### src/rtl/piece_move_ctrl.sv
// Active-piece owner for the 12x12 board: spawn, checker-driven rotation, left/right/down shifts.
// Optional build macro WALL_KICK_EN enables right/left wall-kick retries on a rejected rotation.
module piece_move_ctrl #(
    parameter int unsigned ROT_LATENCY = 2
) (
    input  logic         clk,
    input  logic         resetn,
    input  logic         spawn,
    input  logic [143:0] spawnSqs,
    input  logic [9:0]   spawnCenter,
    input  logic         rotReq,
    input  logic         leftReq,
    input  logic         rightReq,
    input  logic         downReq,
    input  logic [143:0] backGround,
    output logic [143:0] rotSqs,
    output logic [9:0]   rotCenter,
    output logic [10:0]  rotOffsetX,
    output logic [10:0]  rotOffsetY,
    input  logic [143:0] rotNewSqs,
    input  logic         rotCanRotate,
    output logic [143:0] pieceSqs,
    output logic [9:0]   centerPoint,
    output logic         busy,
    output logic         done,
    output logic         accepted,
    output logic         landed
);

    localparam int unsigned N_SQ  = 144;
    localparam int unsigned COLS  = 12;
    localparam int unsigned CW    = 10;
    localparam int unsigned OW    = 11;
    localparam int unsigned CNT_W = (ROT_LATENCY > 1) ? $clog2(ROT_LATENCY) : 1;

    function automatic logic [N_SQ-1:0] col_mask(input int unsigned col);
        logic [N_SQ-1:0] m;
        m = '0;
        for (int unsigned i = 0; i < N_SQ; i++) begin
            if ((i % COLS) == col) m[i] = 1'b1;
        end
        return m;
    endfunction

    localparam logic [N_SQ-1:0] COL_FIRST_MASK = col_mask(0);
    localparam logic [N_SQ-1:0] COL_LAST_MASK  = col_mask(COLS - 1);

    typedef enum logic [2:0] {
        S_IDLE, S_ROT_WAIT, S_ROT_CHECK, S_SHIFT, S_DONE
    } state_e;

    typedef enum logic [1:0] {
        OP_DOWN, OP_LEFT, OP_RIGHT, OP_KICK
    } op_e;

    state_e            state_q, state_d;
    op_e               op_q, op_d;
    logic [CNT_W-1:0]  cnt_q, cnt_d;
    logic [N_SQ-1:0]   piece_q, piece_d;
    logic [CW-1:0]     center_q, center_d;
    logic [N_SQ-1:0]   rot_sqs_q, rot_sqs_d;
    logic [CW-1:0]     rot_center_q, rot_center_d;
    logic [OW-1:0]     off_x_q, off_x_d;
    logic [OW-1:0]     off_y_q, off_y_d;
    logic              busy_q, busy_d;
    logic              done_q, done_d;
    logic              accepted_q, accepted_d;
    logic              landed_q, landed_d;
    logic              rot_load;
`ifdef WALL_KICK_EN
    logic [1:0]        kick_q, kick_d;
`endif

    logic [N_SQ-1:0]   cand_down, cand_left, cand_right;
    logic              blk_down, blk_left, blk_right;
    logic [CW-1:0]     rx, ry;

    // Candidate shifted pieces and their wall/background collisions.
    always_comb begin
        cand_down  = piece_q << COLS;
        cand_left  = piece_q >> 1;
        cand_right = piece_q << 1;
        blk_down   = (|piece_q[N_SQ-1 -: COLS]) || (|(cand_down & backGround));
        blk_left   = (|(piece_q & COL_FIRST_MASK)) || (|(cand_left & backGround));
        blk_right  = (|(piece_q & COL_LAST_MASK)) || (|(cand_right & backGround));
    end

    always_comb begin
        state_d      = state_q;
        op_d         = op_q;
        cnt_d        = cnt_q;
        piece_d      = piece_q;
        center_d     = center_q;
        rot_sqs_d    = rot_sqs_q;
        rot_center_d = rot_center_q;
        rot_load     = 1'b0;
        accepted_d   = 1'b0;
        landed_d     = 1'b0;
`ifdef WALL_KICK_EN
        kick_d       = kick_q;
`endif
        case (state_q)
            S_IDLE: begin
                if (spawn) begin
                    piece_d    = spawnSqs;
                    center_d   = spawnCenter;
                    accepted_d = 1'b1;
                    state_d    = S_DONE;
                end else if (rotReq) begin
                    rot_sqs_d    = piece_q;
                    rot_center_d = center_q;
                    rot_load     = 1'b1;
                    cnt_d        = '0;
`ifdef WALL_KICK_EN
                    kick_d       = 2'd0;
`endif
                    state_d      = S_ROT_WAIT;
                end else if (downReq) begin
                    op_d    = OP_DOWN;
                    state_d = S_SHIFT;
                end else if (leftReq) begin
                    op_d    = OP_LEFT;
                    state_d = S_SHIFT;
                end else if (rightReq) begin
                    op_d    = OP_RIGHT;
                    state_d = S_SHIFT;
                end
            end
            S_ROT_WAIT: begin
                if (cnt_q == CNT_W'(ROT_LATENCY - 1)) state_d = S_ROT_CHECK;
                else cnt_d = cnt_q + CNT_W'(1);
            end
            S_ROT_CHECK: begin
                // rot_center_q equals the committed centre unless a kick moved it.
                if (rotCanRotate) begin
                    piece_d    = rotNewSqs;
                    center_d   = rot_center_q;
                    accepted_d = 1'b1;
                    state_d    = S_DONE;
                end
`ifdef WALL_KICK_EN
                else if (kick_q != 2'd2) begin
                    op_d    = OP_KICK;
                    state_d = S_SHIFT;
                end
`endif
                else begin
                    state_d = S_DONE;
                end
            end
            S_SHIFT: begin
                state_d = S_DONE;
                case (op_q)
                    OP_DOWN: begin
                        if (blk_down) begin
                            landed_d = 1'b1;
                        end else begin
                            piece_d    = cand_down;
                            center_d   = center_q + CW'(COLS);
                            accepted_d = 1'b1;
                        end
                    end
                    OP_LEFT: begin
                        if (!blk_left) begin
                            piece_d    = cand_left;
                            center_d   = center_q - CW'(1);
                            accepted_d = 1'b1;
                        end
                    end
                    OP_RIGHT: begin
                        if (!blk_right) begin
                            piece_d    = cand_right;
                            center_d   = center_q + CW'(1);
                            accepted_d = 1'b1;
                        end
                    end
`ifdef WALL_KICK_EN
                    OP_KICK: begin
                        // Kicks always start from the committed piece, never from a prior kick.
                        cnt_d = '0;
                        if ((kick_q == 2'd0) && !blk_right) begin
                            rot_sqs_d    = cand_right;
                            rot_center_d = center_q + CW'(1);
                            rot_load     = 1'b1;
                            kick_d       = 2'd1;
                            state_d      = S_ROT_WAIT;
                        end else if (!blk_left) begin
                            rot_sqs_d    = cand_left;
                            rot_center_d = center_q - CW'(1);
                            rot_load     = 1'b1;
                            kick_d       = 2'd2;
                            state_d      = S_ROT_WAIT;
                        end
                    end
`endif
                    default: state_d = S_DONE;
                endcase
            end
            S_DONE:  state_d = S_IDLE;
            default: state_d = S_IDLE;
        endcase
        busy_d = (state_d != S_IDLE);
        done_d = (state_d == S_DONE);
    end

    // Checker offsets follow the centre being presented; updated only when it is reloaded.
    always_comb begin
        rx      = rot_center_d / CW'(COLS);
        ry      = rot_center_d % CW'(COLS);
        off_x_d = off_x_q;
        off_y_d = off_y_q;
        if (rot_load) begin
            off_x_d = OW'(ry) - OW'(rx);
            off_y_d = OW'(COLS - 1) - OW'(rx) - OW'(ry);
        end
    end

    always_ff @(posedge clk or negedge resetn) begin
        if (!resetn) begin
            state_q      <= S_IDLE;
            op_q         <= OP_DOWN;
            cnt_q        <= '0;
            piece_q      <= '0;
            center_q     <= '0;
            rot_sqs_q    <= '0;
            rot_center_q <= '0;
            off_x_q      <= '0;
            off_y_q      <= '0;
            busy_q       <= 1'b0;
            done_q       <= 1'b0;
            accepted_q   <= 1'b0;
            landed_q     <= 1'b0;
        end else begin
            state_q      <= state_d;
            op_q         <= op_d;
            cnt_q        <= cnt_d;
            piece_q      <= piece_d;
            center_q     <= center_d;
            rot_sqs_q    <= rot_sqs_d;
            rot_center_q <= rot_center_d;
            off_x_q      <= off_x_d;
            off_y_q      <= off_y_d;
            busy_q       <= busy_d;
            done_q       <= done_d;
            accepted_q   <= accepted_d;
            landed_q     <= landed_d;
        end
    end

`ifdef WALL_KICK_EN
    always_ff @(posedge clk or negedge resetn) begin
        if (!resetn) kick_q <= 2'd0;
        else         kick_q <= kick_d;
    end
`endif

    assign rotSqs      = rot_sqs_q;
    assign rotCenter   = rot_center_q;
    assign rotOffsetX  = off_x_q;
    assign rotOffsetY  = off_y_q;
    assign pieceSqs    = piece_q;
    assign centerPoint = center_q;
    assign busy        = busy_q;
    assign done        = done_q;
    assign accepted    = accepted_q;
    assign landed      = landed_q;

endmodule

### config.mk
export PLATFORM = sky130hd
export DESIGN_NAME = piece_move_ctrl
export DESIGN_NICKNAME = d
export VERILOG_FILES = /design/src/rtl/piece_move_ctrl.sv
export SDC_FILE = /design/constraint.sdc
export NUM_CORES = 1
export LEC_CHECK = 0
export ABC_CLOCK_PERIOD_IN_PS = 4550
export CAP_MARGIN = 5
export CELL_PAD_IN_SITES_DETAIL_PLACEMENT = 1
export CELL_PAD_IN_SITES_GLOBAL_PLACEMENT = 1
export CORE_AREA = 2 2 306 308
export DETAILED_ROUTE_END_ITERATION = 12
export DIE_AREA = 0 0 308 310
export PLACE_DENSITY_LB_ADDON = 0.08
export SYNTH_ARGS = -nofsm -noshare
export SYNTH_HDL_FRONTEND = slang
export SYNTH_SLANG_ARGS = --single-unit
### constraint.sdc
create_clock -name clk -period 4.55 [get_ports clk]
set_clock_uncertainty 0.05 [all_clocks]
set_input_delay 0.91 -clock clk [delete_from_list [all_inputs] [get_ports clk]]
set_output_delay 0.91 -clock clk [all_outputs]
set_load 0.005 [all_outputs]
**Word-level counts from Yosys, hierarchy flattened**

Index checks and enable logic that the tools add are counted.

- Word-level logic and storage cells: 105
- Output and inout port bits: 334
- Bits of input ports: 450
- Register bits: 340

- Eq/ne operators: 14
- Div/mod/pow operators: 2
- Reductions and logical operators: 20
- Muxes and demuxes: 44
- Bitwise operators: 5
- Add/subtract/negate cells: 7

Operators by type and width:

| operator | count |
|---|---|
| $pmux W144 S3 | 2 |
| $mux W144 | 5 |
| $reduce_or A144 Y1 | 3 |
| $and A144 B144 Y144 | 2 |
| $and A143 B144 Y144 | 1 |
| $mux W10 | 8 |
| $pmux W10 S3 | 2 |
| $reduce_or A12 Y1 | 3 |
| $mux W3 | 6 |
| $mux W1 | 14 |
| $sub A10 B10 Y11 | 1 |
| $sub A11 B10 Y11 | 1 |
| $sub A4 B10 Y11 const A | 1 |
| $add A10 B1 Y10 const B | 1 |
| $add A10 B4 Y10 const B | 1 |
| $div A10 B4 Y10 const B | 1 |
| $mod A10 B4 Y10 const B | 1 |
| $sub A10 B1 Y10 const B | 1 |
| $ne A3 B3 Y1 const B | 3 |
| $pmux W3 S3 | 1 |
| $reduce_bool A3 Y1 | 3 |
| $ne A2 B2 Y1 const B | 4 |
| $reduce_and A7 Y1 | 1 |
| $eq A3 B2 Y1 const B | 2 |
| 17 further kinds | 24 |

**Depth between registers and ports, before layout**

- Depth after elaboration: 7
- Gate-level depth with buffers: 24
- Mapped depth without buffers: 22

**Least setup slack after synthesis**

Ideal clock, no wire load.

- Kind: input -> register
- From: input spawn
- To: register off_y_q[9] (netlist: rotOffsetY[9])
- Stages on the path: 20
- Data required time: 4.405 ns
- Arrival: 5.113 ns
- Setup slack: -0.708 ns
- Path through: or4_4 -> buf_2 -> nor4_2 -> a211oi_1 -> mux2_2 -> mux2_2 -> or3_1 -> o311ai_1 -> o21ai_1 -> ha_1 -> inv_1 -> ha_1 -> nor2b_1 -> o21ai_0 -> a21boi_0 -> o21ai_0 -> a21boi_0 -> o21a_1 -> o21a_1 -> o31ai_1

- Longest elaborated chain between the ends: 5
- Elaborated cells on any way between the ends: 8

Ends and longest elaborated chain:

| what | line | text |
|---|---|---|
| from (decl) | 8 | `input logic spawn,` |
| $mux W10 | 104 | `if (spawn) begin` |
| $mux W10 | 102 | `case (state_q)` |
| $div A10 B4 Y10 | 208 | `rx = rot_center_d / CW'(COLS);` |
| $sub A4 B10 Y11 | 214 | `off_y_d = OW'(COLS - 1) - OW'(rx) - OW'(ry);` |
| $sub A11 B10 Y11 | 214 |  |
| to (signal assigned) | 242 | `off_y_q <= off_y_d;` |
| to (decl) | 64 | `logic [OW-1:0] off_y_q, off_y_d;` |

Parallel ways exist; a longest one is shown, timed or not.
A chain may end at the register's enable or synchronous reset.

**Worst setup path in the final report**

Ends and elaborated chain as after synthesis.

==> results <==
-- kinds of logic (layout without fill, tap and decap cells) --
logic type      count (synthesis)  in the layout
flops                         340            340
other cells                     2             40
xor+xnor                       23             23
fa+ha+maj                      41             41
buf+inv                       381           1309
mux                           162            162
compound gates                938            938
simple gates                  952            952
-- critical path: cells and delay by family --
family / cells / cell delay [ps]
buffers and inverters: 4 / 480
AOI/OAI and AO/OA: 9 / 1330
adders and majority gates: 2 / 520
and+or+nand+nor: 3 / 860
muxes: 4 / 1100
-- what timing repair did --
item | 4_1_cts | 5_1_grt
pin swaps | 28 | 27
endpoints found under the setup margin | 15 | 13
cloned | 0 | 0
setup buffers | 24 | 8
hold buffers | 0 | 0
resized for setup | 45 | 62
-- registers in the layout, summed over array words and instances, names as in the netlist --
register,cells
busy,1
pieceSqs,144
state_q,3
rotOffsetY,11
landed,1
rotOffsetX,11
centerPoint,10
rotSqs,144
accepted,1
done,1
op_q,2
cnt_q,1
rotCenter,10
-- layer usage --
metal | up-vias | track usage, % | part of all wire, %
met5 | - | 0 | 0.11
met4 | 32 | 13.1 | 3.9
met3 | 331 | 8.23 | 7.1
met2 | 1219 | 61.7 | 49
met1 | 14600 | 44.0 | 40
li1 | 12000 | - | -
-- through the flow --
step | TNS (ps) | area, sq um | utilization [%] | hold slack (ps) | total power, mW
floorplan | -720 | 23100 | - | 418 | 15.8
global placement | -59080 | 34000 | 36.7 | 409 | 27.1
detailed placement | -60040 | 34000 | 36.7 | 413 | 27.3
CTS | -820 | 35900 | 38.8 | 382 | 32.3
global route | -1610 | 36200 | 39.2 | 408 | 35.1
finish | -543 | 36300 | 39.2 | 348 | 33.4
-- Yosys cell counts, drive strengths merged, types with 4 or more instances --
master,n
a221oi,65
a21o,9
o31ai,11
nor2,185
a21oi,182
nor4,17
o311ai,4
nand3b,5
o21ai,191
mux2i,10
nor3,16
a22oi,221
nand2,637
dfrtp,340
a31oi,10
a21boi,5
mux2,152
xnor2,16
xor2,7
ha,38
a211oi,139
a2111oi,4
and2,4
nand4,33
buf,52
nand3,15
nor2b,7
nand2b,10
o221ai,4
inv,45
clkbuf,284
o21a,4
or4,7
a22o,65
-- worst max path at each step --
stage / slack (ps) / to / cells after the start / start
after global routing: -380 / rotOffsetY[10]$_DFFE_PN0P_ / 21 / state_q[0]$_DFF_PN0_
after detailed placement: -1450 / rotOffsetY[9]$_DFFE_PN0P_ / 21 / spawn
final: -200 / rotOffsetY[9]$_DFFE_PN0P_ / 22 / spawn
after CTS: -250 / rotOffsetY[9]$_DFFE_PN0P_ / 23 / state_q[0]$_DFF_PN0_
after global placement: -1360 / rotOffsetY[9]$_DFFE_PN0P_ / 22 / spawn
after floorplan: -290 / rotOffsetY[9]$_DFFE_PN0P_ / 20 / spawn
-- final cells by class --
type / count / area share (%)
antenna: 25 / 0.172
clock buffer: 70 / 3.87
clock inverter: 11 / 0.421
inverter: 45 / 0.493
multi-input combinational: 2131 / 36.8
sequential: 340 / 23.5
tap: 1197 / 4.13
timing repair buffer: 1183 / 30.7
-- power by group through the flow --
stage | Clock (mW) | Sequential [mW] | Combinational (mW)
after floorplan | 0 | 5.46 | 10.3
final | 3.87 | 7.44 | 22.1
after global placement | 0 | 7.37 | 19.7
after global routing | 4.03 | 7.41 | 23.6
after CTS | 3.93 | 7.31 | 21.1
after detailed placement | 0 | 7.35 | 20.0
==> flow_summary.toml <==
[outcome]
status = "finished with violations"
violations = "negative setup slack"

[power]
seqPwrFrac_pct = 22.3
switching_share_pct = 49.2
p_leak_nw = 15.4
power_density_nw_per_um2 = 921
net-switching-power_mw = 16.4
vdd_drop_max_mv = 0.620
comb_power_share_pct = 66.2
internal_power_mw = 17.0
p_clk_share_pct = 11.6

[setup_path]
r2r-end = "rotOffsetY[9]$_DFFE_PN0P_"
criticalPathCategory = "input port to flop"
crit_path_end_kind = "flop"
reg2regPathDepth = 21
worstPathCellList = "buf_2, or4_4, buf_8, nor2_4, a31oi_4, mux2_4, mux2_4, buf_6, mux2_4, mux2i_1, o21ai_2, ha_4, inv_4, ha_4, nor2b_4, o21ai_2, a21boi_2, o21ai_2, a21boi_2, o21a_1, o21a_1, o31ai_1"
critPathLaunchType = "input port"
reg2reg_slack_ps = -190
worstReg2RegStart = "state_q[0]$_DFF_PN0_"
worst_ep_arrival_time_ps = 5210
crit_slowest_cell = "or4_4"
cp_max_fo = 5
worstPathRequired_ps = 5010
max_stage_delay_ps = 560

[place]
place_congestion = 0.980
dp_slack_ps = -1450
portBuffers = 783
place_hpwl_microns = 140000
placed_cells = 4864

[final_layout]
areaGrowthSynthToFinish_pct = 57.9
multi_input_area_sq_um = 13400
regArea_sq_um = 8510
drive_gt1_share_pct = 16.7
fillers = 10700
layout_commonest_cell = "clkdlybuf4s50_1"
fin_cells = 5002
num-nets-final = 4238
final_cell_mix = "clkdlybuf4s50_1, nand2_1, buf_4, dfrtp_1, a22oi_1"

[synth]
synth_top_family_by_area = "compound AO/OA/AOI/OAI gates"
synthArstFlopShare_pct = 100
synth_fa_ha_area_share_pct = 2.33
synth.yosys.warnings = 0
synth_xor_area_share_pct = 0.877
syn_inst = 2839
yosysSeqAreaShare_pct = 37.0
syn_area_per_cell_sq_um = 8.09
synthSimpleGateAreaFrac_pct = 17.1
synthMuxAreaShare_pct = 7.89
synth_edf_count = 0
synthTopCellsByArea = "dfrtp_1, nand2_1, a22oi_1"
synth-compound-area-share_pct = 27.5
synth_flop_cell = "dfrtp_1"
synth-seq-cells = 340
synth_top_area_share_pct = 37.0
synth.distinct_cells = 75
synth_top_area_cell = "dfrtp_1"
synth_area_sq_um = 23000

[clock_tree]
path_clk_slew_ps = 50
ctsLongestPathBuffers = 3
cts_buffers = 46
cts.sinks = 340
insertion_delay_ps = 620
root_buffer = "clkbuf_16"
h-tree-depth = 2
cts_tree = "done"

[die]
core_area_sq_um = 92500
initial_core_util_pct = 24.8
ios = 784
die_w_microns = 308
row_count = 112
die_height_microns = 310
die_area_sq_um = 95500

[global_routing]
overflow = 0
antenna_found_initial = 40
grt_max_degree = 151
grt_usage_pct = 36.0
grt_pass1_vias = 29400
grt_pass1_wl_microns = 242000

[timing]
max_freq_mhz = 211
period_minus_slack_ps = 4750
final-hold-violation-count = 0
rsz0062_at_grt = "yes"
slew_violations = 0
setup_viol = 6
finalWorstSetupSlack_ps = -197
relSlewSlack_pct = 29.2
period_share_pct = 104
worst_slew_pin_slew_ps = 1060

[route]
drc = 0
dr_total_vias = 28200
wirelength_microns = 178000
ant_nets = 0
wl_per_cell_microns = 35.6
viasPerCell = 5.65
firstDrtPassIters = 5
drtIter0Drc = 2351

[hold_path]
min_path_type = "input port to async pin"

[flow_run]
max_cap_violations = 0
(Power assumes the default switching activity.)
